### config.mk
export PLATFORM = sky130hd
export DESIGN_NAME = hazard_sequencer
export DESIGN_NICKNAME = d
export VERILOG_FILES = /design/src/rtl/hazard_pkg.sv /design/src/rtl/hazard_perf_counter.sv /design/src/rtl/hazard_sequencer.sv
export SDC_FILE = /design/constraint.sdc
export NUM_CORES = 1
export LEC_CHECK = 0
export CAP_MARGIN = 5
export CORE_MARGIN = 8
export CORE_UTILIZATION = 36
export DETAILED_ROUTE_END_ITERATION = 10
export PLACE_DENSITY = 0.84
export REMOVE_ABC_BUFFERS = 1
export SLEW_MARGIN = 25
export SYNTH_ARGS = -nofsm -noshare
export SYNTH_HDL_FRONTEND = slang
export SYNTH_SLANG_ARGS = --single-unit
### constraint.sdc
create_clock -name clk -period 3.75 [get_ports clk]
set_input_delay 0.5625 -clock clk [delete_from_list [all_inputs] [get_ports clk]]
set_output_delay 0.5625 -clock clk [all_outputs]
set_load 0.02 [all_outputs]
### src/rtl/hazard_pkg.sv
// Shared definitions for the pipeline hazard sequencer: FSM encoding,
// the hard-wired zero register and the load-use hazard predicate.
package hazard_pkg;

  typedef enum logic {
    RUN     = 1'b0,
    MD_WAIT = 1'b1
  } state_e;

  localparam logic [4:0] REG_ZERO = 5'd0;

  // A load in EX whose result the instruction in ID needs cannot be forwarded in time.
  function automatic logic load_use_hazard(input logic       memread,
                                           input logic [4:0] rd,
                                           input logic [4:0] rs,
                                           input logic [4:0] rt);
    return memread && (rd != REG_ZERO) && ((rd == rs) || (rd == rt));
  endfunction

endpackage

### src/rtl/hazard_perf_counter.sv
// Saturating event counter used for the hazard sequencer's performance statistics.
module hazard_perf_counter
  import hazard_pkg::*;
#(
  parameter int CNT_W = 32
) (
  input  logic             clk,
  input  logic             rst,
  input  logic             inc_i,
  output logic [CNT_W-1:0] count_o
);

  logic [CNT_W-1:0] count_q, count_d;

  always_comb begin
    count_d = count_q;
    if (inc_i && (count_q != '1)) count_d = count_q + CNT_W'(1);
  end

  always_ff @(posedge clk) begin
    if (rst) count_q <= '0;
    else     count_q <= count_d;
  end

  assign count_o = count_q;

endmodule

### src/rtl/hazard_sequencer.sv
// Stall/bubble/flush sequencing for the 5-stage pipeline (load-use, taken branch, mul/div wait).
// Define HAZARD_PERF_CNT_EN to build the stall_cycles / flush_events counters.
module hazard_sequencer
  import hazard_pkg::*;
#(
  parameter int MD_TIMEOUT = 64,
  parameter int CNT_W      = 32
) (
  input  logic             clk,
  input  logic             rst,
  input  logic [4:0]       id_rs,
  input  logic [4:0]       id_rt,
  input  logic [4:0]       ex_rd,
  input  logic             ex_memread,
  input  logic             ex_branch_taken,
  input  logic             ex_md_start,
  input  logic             md_done,
  output logic             pc_en,
  output logic             ifid_en,
  output logic             idex_en,
  output logic             ifid_flush,
  output logic             idex_flush,
  output logic             exmem_flush,
  output logic             md_timeout,
  output logic [CNT_W-1:0] stall_cycles,
  output logic [CNT_W-1:0] flush_events
);

  localparam int              TO_W   = $clog2(MD_TIMEOUT + 1);
  localparam logic [TO_W-1:0] TO_MAX = TO_W'(MD_TIMEOUT);

  state_e          state_q, state_d;
  logic [TO_W-1:0] to_cnt_q, to_cnt_d;
  logic            timeout_q, timeout_d;
  logic            md_hold;

  always_ff @(posedge clk) begin
    if (rst) begin
      state_q   <= RUN;
      to_cnt_q  <= '0;
      timeout_q <= 1'b0;
    end else begin
      state_q   <= state_d;
      to_cnt_q  <= to_cnt_d;
      timeout_q <= timeout_d;
    end
  end

  // Still waiting on the mul/div unit: no result yet and the hang limit not reached.
  assign md_hold = (state_q == MD_WAIT) && !md_done && (to_cnt_q != TO_MAX);

  always_comb begin
    state_d   = state_q;
    to_cnt_d  = to_cnt_q;
    timeout_d = timeout_q;
    case (state_q)
      RUN: begin
        if (!ex_branch_taken && ex_md_start) begin
          state_d  = MD_WAIT;
          to_cnt_d = '0;
        end
      end
      MD_WAIT: begin
        if (md_done) begin
          state_d = RUN;
        end else if (to_cnt_q == TO_MAX) begin
          state_d   = RUN;
          timeout_d = 1'b1;
        end else begin
          to_cnt_d = to_cnt_q + TO_W'(1);
        end
      end
    endcase
  end

  always_comb begin
    pc_en       = 1'b1;
    ifid_en     = 1'b1;
    idex_en     = 1'b1;
    ifid_flush  = 1'b0;
    idex_flush  = 1'b0;
    exmem_flush = 1'b0;
    if (rst) begin
      pc_en       = 1'b0;
      ifid_en     = 1'b0;
      idex_en     = 1'b0;
      ifid_flush  = 1'b1;
      idex_flush  = 1'b1;
      exmem_flush = 1'b1;
    end else if (state_q == RUN) begin
      if (ex_branch_taken) begin
        ifid_flush = 1'b1;
        idex_flush = 1'b1;
      end else if (ex_md_start) begin
        pc_en       = 1'b0;
        ifid_en     = 1'b0;
        idex_en     = 1'b0;
        exmem_flush = 1'b1;
      end else if (load_use_hazard(ex_memread, ex_rd, id_rs, id_rt)) begin
        pc_en      = 1'b0;
        ifid_en    = 1'b0;
        idex_flush = 1'b1;
      end
    end else if (md_hold) begin
      pc_en       = 1'b0;
      ifid_en     = 1'b0;
      idex_en     = 1'b0;
      exmem_flush = 1'b1;
    end
  end

  assign md_timeout = timeout_q && !rst;

`ifdef HAZARD_PERF_CNT_EN
  logic [CNT_W-1:0] stall_cnt, flush_cnt;
  logic             branch_flush;

  assign branch_flush = !rst && (state_q == RUN) && ex_branch_taken;

  hazard_perf_counter #(.CNT_W(CNT_W)) u_stall_cnt (
    .clk     (clk),
    .rst     (rst),
    .inc_i   (!pc_en),
    .count_o (stall_cnt)
  );

  hazard_perf_counter #(.CNT_W(CNT_W)) u_flush_cnt (
    .clk     (clk),
    .rst     (rst),
    .inc_i   (branch_flush),
    .count_o (flush_cnt)
  );

  assign stall_cycles = rst ? '0 : stall_cnt;
  assign flush_events = rst ? '0 : flush_cnt;
`else
  assign stall_cycles = '0;
  assign flush_events = '0;
`endif

endmodule

# Word-level counts from Yosys, hierarchy flattened
# Index checks and enable logic that the tools add are counted.
[classes] addsub=1 eq_ne=7 n_mux=31 bitwise=2 n_reduce_logical=13
[op_table] operator="$mux W1" count=26
[op_table] operator="$mux W7" count=3
[op_table] operator="$pmux W7 S2" count=1
[op_table] operator="$eq A5 B5 Y1" count=2
[op_table] operator="$add A7 B1 Y7 const B" count=1
[op_table] operator="$eq A7 B7 Y1 const B" count=1
[op_table] operator="$ne A7 B7 Y1 const B" count=1
[op_table] operator="$logic_and A1 B1 Y1" count=6
[op_table] operator="$ne A2 B2 Y1 const B" count=3
[op_table] operator="$reduce_and A3 Y1" count=2
[op_table] operator="$reduce_bool A5 Y1" count=1
[op_table] operator="$logic_not A1 Y1" count=3
[op_table] operator="$not A1 Y1" count=2
[op_table] operator="$pmux W1 S2" count=1
[op_table] operator="$logic_or A1 B1 Y1" count=1
[word_totals] register_bits=9 output_inout_bits=71 word_cells=57

# Logic depth before layout (Yosys ltp)
[depth] word_depth=8 ltp_mapped=8 depth_no_buf=6

# Least setup slack after synthesis
# No wires, ideal clock.
[synth_timing] path_type="register to output" from="reg to_cnt_q[2]" to="out pc_en" t_arrival_ns=1.808 required_ns=3.188 path_slack_ns=1.379 stages_incl_launch_ff=7 n_path_buf=2 cell_sequence="dfxtp_1 or4b_4 o21ai_4 buf_6 nand2_4 o21ba_1 buf_4"
[synth_between] elab_chain_len=5
[synth_lines] element="from (decl)" line_no="hazard_sequencer.sv:33" source="logic [TO_W-1:0] to_cnt_q, to_cnt_d;"
[synth_lines] element="from (signal assigned)" line_no="hazard_sequencer.sv:44" source="to_cnt_q <= to_cnt_d;"
[synth_lines] element="$ne A7 B7 Y1" line_no="hazard_sequencer.sv:50" source="assign md_hold = (state_q == MD_WAIT) && !md_done && (to_cnt_q != TO_MAX);"
[synth_lines] element="$logic_and A1 B1 Y1" line_no="hazard_sequencer.sv:50"
[synth_lines] element="$mux W1 (3 in series)"
[synth_lines] element="to (decl)" line_no="hazard_sequencer.sv:18" source="output logic pc_en,"
# No other way between the ends.

# Final worst setup path
[layout_timing] from="in ex_rd[1]" to="out ifid_en"
[layout_between] elab_chain_len=8 elab_cells_between_ends=11 cone_classes="2 x eq/ne; 5 x mux; 4 x reduce/logical"
[layout_lines] element="from (decl)" line_no="hazard_sequencer.sv:13" source="input logic [4:0] ex_rd,"
[layout_lines] element="$eq A5 B5 Y1 / $reduce_bool A5 Y1 (equally long branches)" line_no="hazard_pkg.sv:17" source="return memread && (rd != REG_ZERO) && ((rd == rs) || (rd == rt));"
[layout_lines] element="$logic_or A1 B1 Y1 / $logic_and A1 B1 Y1 (equally long branches)" line_no="hazard_pkg.sv:17"
[layout_lines] element="$logic_and A1 B1 Y1 *" line_no="hazard_pkg.sv:17"
[layout_lines] element="$mux W1 *" line_no="hazard_sequencer.sv:99" source="end else if (load_use_hazard(ex_memread, ex_rd, id_rs, id_rt)) begin"
[layout_lines] element="$mux W1 *" line_no="hazard_sequencer.sv:94" source="end else if (ex_md_start) begin"
[layout_lines] element="$mux W1 *" line_no="hazard_sequencer.sv:91" source="if (ex_branch_taken) begin"
[layout_lines] element="$mux W1 *" line_no="hazard_sequencer.sv:90" source="end else if (state_q == RUN) begin"
[layout_lines] element="$mux W1 *" line_no="hazard_sequencer.sv:83" source="if (rst) begin"
[layout_lines] element="to (decl)" line_no="hazard_sequencer.sv:19" source="output logic ifid_en,"
# Mark *: on every way between the ends. The rest lies on a longest branch, timed or not.

==> tab_implementation.tex <==
\begin{tabular}{lr}
\hline
Metric & Value \\
\hline
\multicolumn{2}{l}{\textbf{Drt}} \\
Via count & 852 \\
Final routed wire length divided by cell count & 11.39 um \\
WL final & 2.518 mm \\
DR pass1 iterations & 4 \\
DRT iter0 DRCs & 34 \\
Number of nets still failing antenna checks after routing & 0 \\
Number of remaining DRC errors & 0 \\
Detail-routed via count per cell & 3.855 \\
\multicolumn{2}{l}{\textbf{Critical path}} \\
Required time reported for the critical path endpoint & 3190 ps \\
Startpoint Class & primary input \\
Crit path capture type & output pin \\
Category of the most critical setup path & in -> out \\
Largest fanout on the critical path & 3 \\
Crit path arrival time & 2610 ps \\
\multicolumn{2}{l}{\textbf{Floorplanning}} \\
Effective utilization at floorplan & 38.21\% \\
Horizontal die dimension & 73.16 um \\
Core box area & 3078 um2 \\
Floorplan row count & 20 \\
Total I/O pin count & 92 \\
Die ar. & 5352 um2 \\
Die Ht & 73.16 um \\
\multicolumn{2}{l}{\textbf{Synth}} \\
Flip-flop and latch count after synthesis & 9 \\
Count of mapped cells out of synthesis & 149 \\
Top cells by instance count after synthesis & sky130\_fd\_sc\_hd\_\_buf\_4 (65), sky130\_fd\_sc\_hd\_\_xor2\_1 (10), sky130\_fd\_sc\_hd\_\_dfxtp\_1 (9), sky130\_fd\_sc\_hd\_\_nand2\_1 (9), sky130\_fd\_sc\_hd\_\_inv\_1 (8) \\
Cell area after synthesis & 1176 um2 \\
Leading area contributor after synthesis & sky130\_fd\_sc\_hd\_\_buf\_4 \\
Syn. warnings & 0 \\
Proportion of synthesized chip area in sequential cells & 15.32\% \\
Syn\_area\_per\_cell & 7.893 um2 \\
Number of flops mapped to enable cells by yosys & 0 \\
Ranking of synthesized cells by area & sky130\_fd\_sc\_hd\_\_buf\_4 (41\%), sky130\_fd\_sc\_hd\_\_dfxtp\_1 (15\%), sky130\_fd\_sc\_hd\_\_xor2\_1 (7.4\%) \\
Async set-reset flop share out of synthesis & 0\% \\
Fraction of post-synthesis cell area in the top cell type by area & 41.49\% \\
Distinct cell type count of the synthesized netlist & 33 \\
Most used flip-flop cell after synthesis & sky130\_fd\_sc\_hd\_\_dfxtp\_1 \\
Most frequently used cell type in the post-synthesis netlist & sky130\_fd\_sc\_hd\_\_buf\_4 \\
\multicolumn{2}{l}{\textbf{Hold path}} \\
Worst min path class & reg -> reg \\
\multicolumn{2}{l}{\textbf{Placement}} \\
Routability-driven placement congestion ratio & 0.7615 \\
Place WS & 556.4 ps \\
Count of input and output buffers & 27 \\
HPWL after detailed placement & 2.181 mm \\
\multicolumn{2}{l}{\textbf{GRT}} \\
Initial antenna violation count & 0 \\
Pin count of the biggest net entering global routing & 14 \\
Overall overflow remaining after global route & 0 \\
Number of global-route vias before repair & 848 \\
Wire length of the first global-routing pass & 3.877 mm \\
Overall track demand over capacity in global routing & 9.096\% \\
\multicolumn{2}{l}{\textbf{Final layout}} \\
Combined area of the multi-input logic cells & 699.4 um2 \\
Number of filler instances in the final layout & 347 \\
Sequential cell area & 180.2 um2 \\
Antenna diode count & 0 \\
Share of final-layout standard cells stronger than drive strength 1 & 4.520\% \\
Total number of nets in the final design & 201 \\
Area growth from synthesis to layout & 7.873\% \\
\multicolumn{2}{l}{\textbf{Timing}} \\
Timing-limited maximum frequency & 314.9 MHz \\
Fin crit period & 3175 ps \\
Final period util & 84.67\% \\
Unrepaired setup endpoints after global routing & no \\
Final Skew & 5.281 ps \\
Final max-slew violation count & 0 \\
Setup total negative slack & 0 ps \\
Number of failing setup endpoints in the final timing report & 0 \\
Final-report hold violation count & 0 \\
Setup WS post-layout & 574.9 ps \\
\multicolumn{2}{l}{\textbf{Clocking}} \\
Clock sinks & 9 \\
Longest Clk Path Bufs & 2 \\
Count of cells resized by post-cts repair & 0 \\
CTS tree & yes \\
Number of hold-repair buffers added at the cts stage & 0 \\
Clock insertion delay at the later pin of the skew report & 260 ps \\
Num CTS Buffers & 3 \\
\# Post-CTS Setup Buffers & 0 \\
Clock H-tree levels & 1 \\
CTS root buffer & sky130\_fd\_sc\_hd\_\_clkbuf\_4 \\
Clock input transition at the sequential cells of the worst setup and hold paths & 60 ps \\
\multicolumn{2}{l}{\textbf{Power and ir drop}} \\
LEAKAGE & 0.5848 nW \\
Total power divided by cell area & 236.0 nW/um2 \\
Worst VDD drop & 0.00008636 V \\
Post-route total power & 0.0002994 W \\
\multicolumn{2}{l}{\textbf{Outcome}} \\
Run status & finished, final reports clean \\
\multicolumn{2}{l}{\textbf{Flow run}} \\
Number of max-capacitance violations reported & 0 \\
\hline
\end{tabular}
cells in the final DEF, fill, tap and decap left out, types with 4 or more instances in the layout:
cell and instances:
sky130_fd_sc_hd__xor2_1 10, sky130_fd_sc_hd__conb_1 64, sky130_fd_sc_hd__nand2_1 9, sky130_fd_sc_hd__dfxtp_1 9
sky130_fd_sc_hd__clkdlybuf4s50_1 27, sky130_fd_sc_hd__nand3_1 4, sky130_fd_sc_hd__nor2_1 4, sky130_fd_sc_hd__a21oi_1 6
sky130_fd_sc_hd__inv_1 8
metrics by stage:
| stage | cells | utilization, % | hold slack (ps) | instance area, um2 |
|---|---|---|---|---|
| 6_report | 221 | 41.22 | 468.9 | 1269 |
| 5_1_grt | 221 | 41.22 | 505.6 | 1269 |
| 4_1_cts | 221 | 41.22 | 469.0 | 1269 |
| 3_5_place_dp | 217 | 40.37 | 457.7 | 1242 |
| 3_3_place_gp | 217 | 40.37 | 441.9 | 1242 |
| 2_1_floorplan | 145 | - | 429.0 | 909.6 |
power breakdown:
group | internal (W) | leakage (nW) | switching (W) | total [W]
clock network | 0.0000409 | 0.0150 | 0.0000323 | 0.0000733
logic | 0.0000385 | 0.497 | 0.0000899 | 0.000128
registers | 0.0000966 | 0.0727 | 0.00000116 | 0.0000978
total | 0.000176 | 0.585 | 0.000123 | 0.000299
state kept, by name, summed over array words and instances (netlist names):
| register | count |
|---|---|
| to_cnt_q | 7 |
| state_q | 1 |
| timeout_q | 1 |
critical path, cell delays in order:
cell                              delay (ps)
sky130_fd_sc_hd__clkdlybuf4s50_1         460
sky130_fd_sc_hd__or4_1                   540
sky130_fd_sc_hd__o21ai_1                 170
sky130_fd_sc_hd__or3_1                   130
sky130_fd_sc_hd__o21ba_1                 140
sky130_fd_sc_hd__clkdlybuf4s50_1         620
path summary, 6_finish.rpt:
| check | slack (ps) | endpoint | cells past startpoint | startpoint |
|---|---|---|---|---|
| worst min register to register | 470 | to_cnt_q[6]$_SDFFE_PP0P_ | 2 | to_cnt_q[6]$_SDFFE_PP0P_ |
| worst max register to register | 1990 | to_cnt_q[6]$_SDFFE_PP0P_ | 4 | to_cnt_q[2]$_SDFFE_PP0P_ |
| worst max-delay path | 570 | ifid_en | 6 | ex_rd[1] |
| worst min-delay path | 470 | to_cnt_q[6]$_SDFFE_PP0P_ | 2 | to_cnt_q[6]$_SDFFE_PP0P_ |
layer usage:
layer	part of all wire (%)	GRT usage, %	wire [um]	vias up
met5	0	0	0	-
li1	-	-	-	417
met1	35	8.476	871	388
met4	0.40	1.333	10	0
met3	12	4.533	295	2
met2	53	17.48	1340	45
final cells by class:
| type | count | area share (%) |
|---|---|---|
| multi-input cells | 128 | 55.13 |
| repair buffers | 28 | 21.89 |
| flip-flops and latches | 9 | 14.20 |
| well taps | 44 | 4.339 |
| inverters | 8 | 2.367 |
| clock buffers | 4 | 2.071 |
kinds of logic (layout without fill, tap and decap cells):
logic type | count (synthesis) | in the layout | synth area share (%)
xor+xnor | 10 | 10 | 7.446
compound gates | 19 | 19 | 12.87
other cells | 1 | 64 | 0.3188
buf+inv | 75 | 40 | 45.32
flops | 9 | 9 | 15.32
simple gates | 31 | 31 | 14.89
fa+ha+maj | 2 | 2 | 2.127
mux | 2 | 2 | 1.702
No activity file was read; power rests on OpenSTA's default activity.
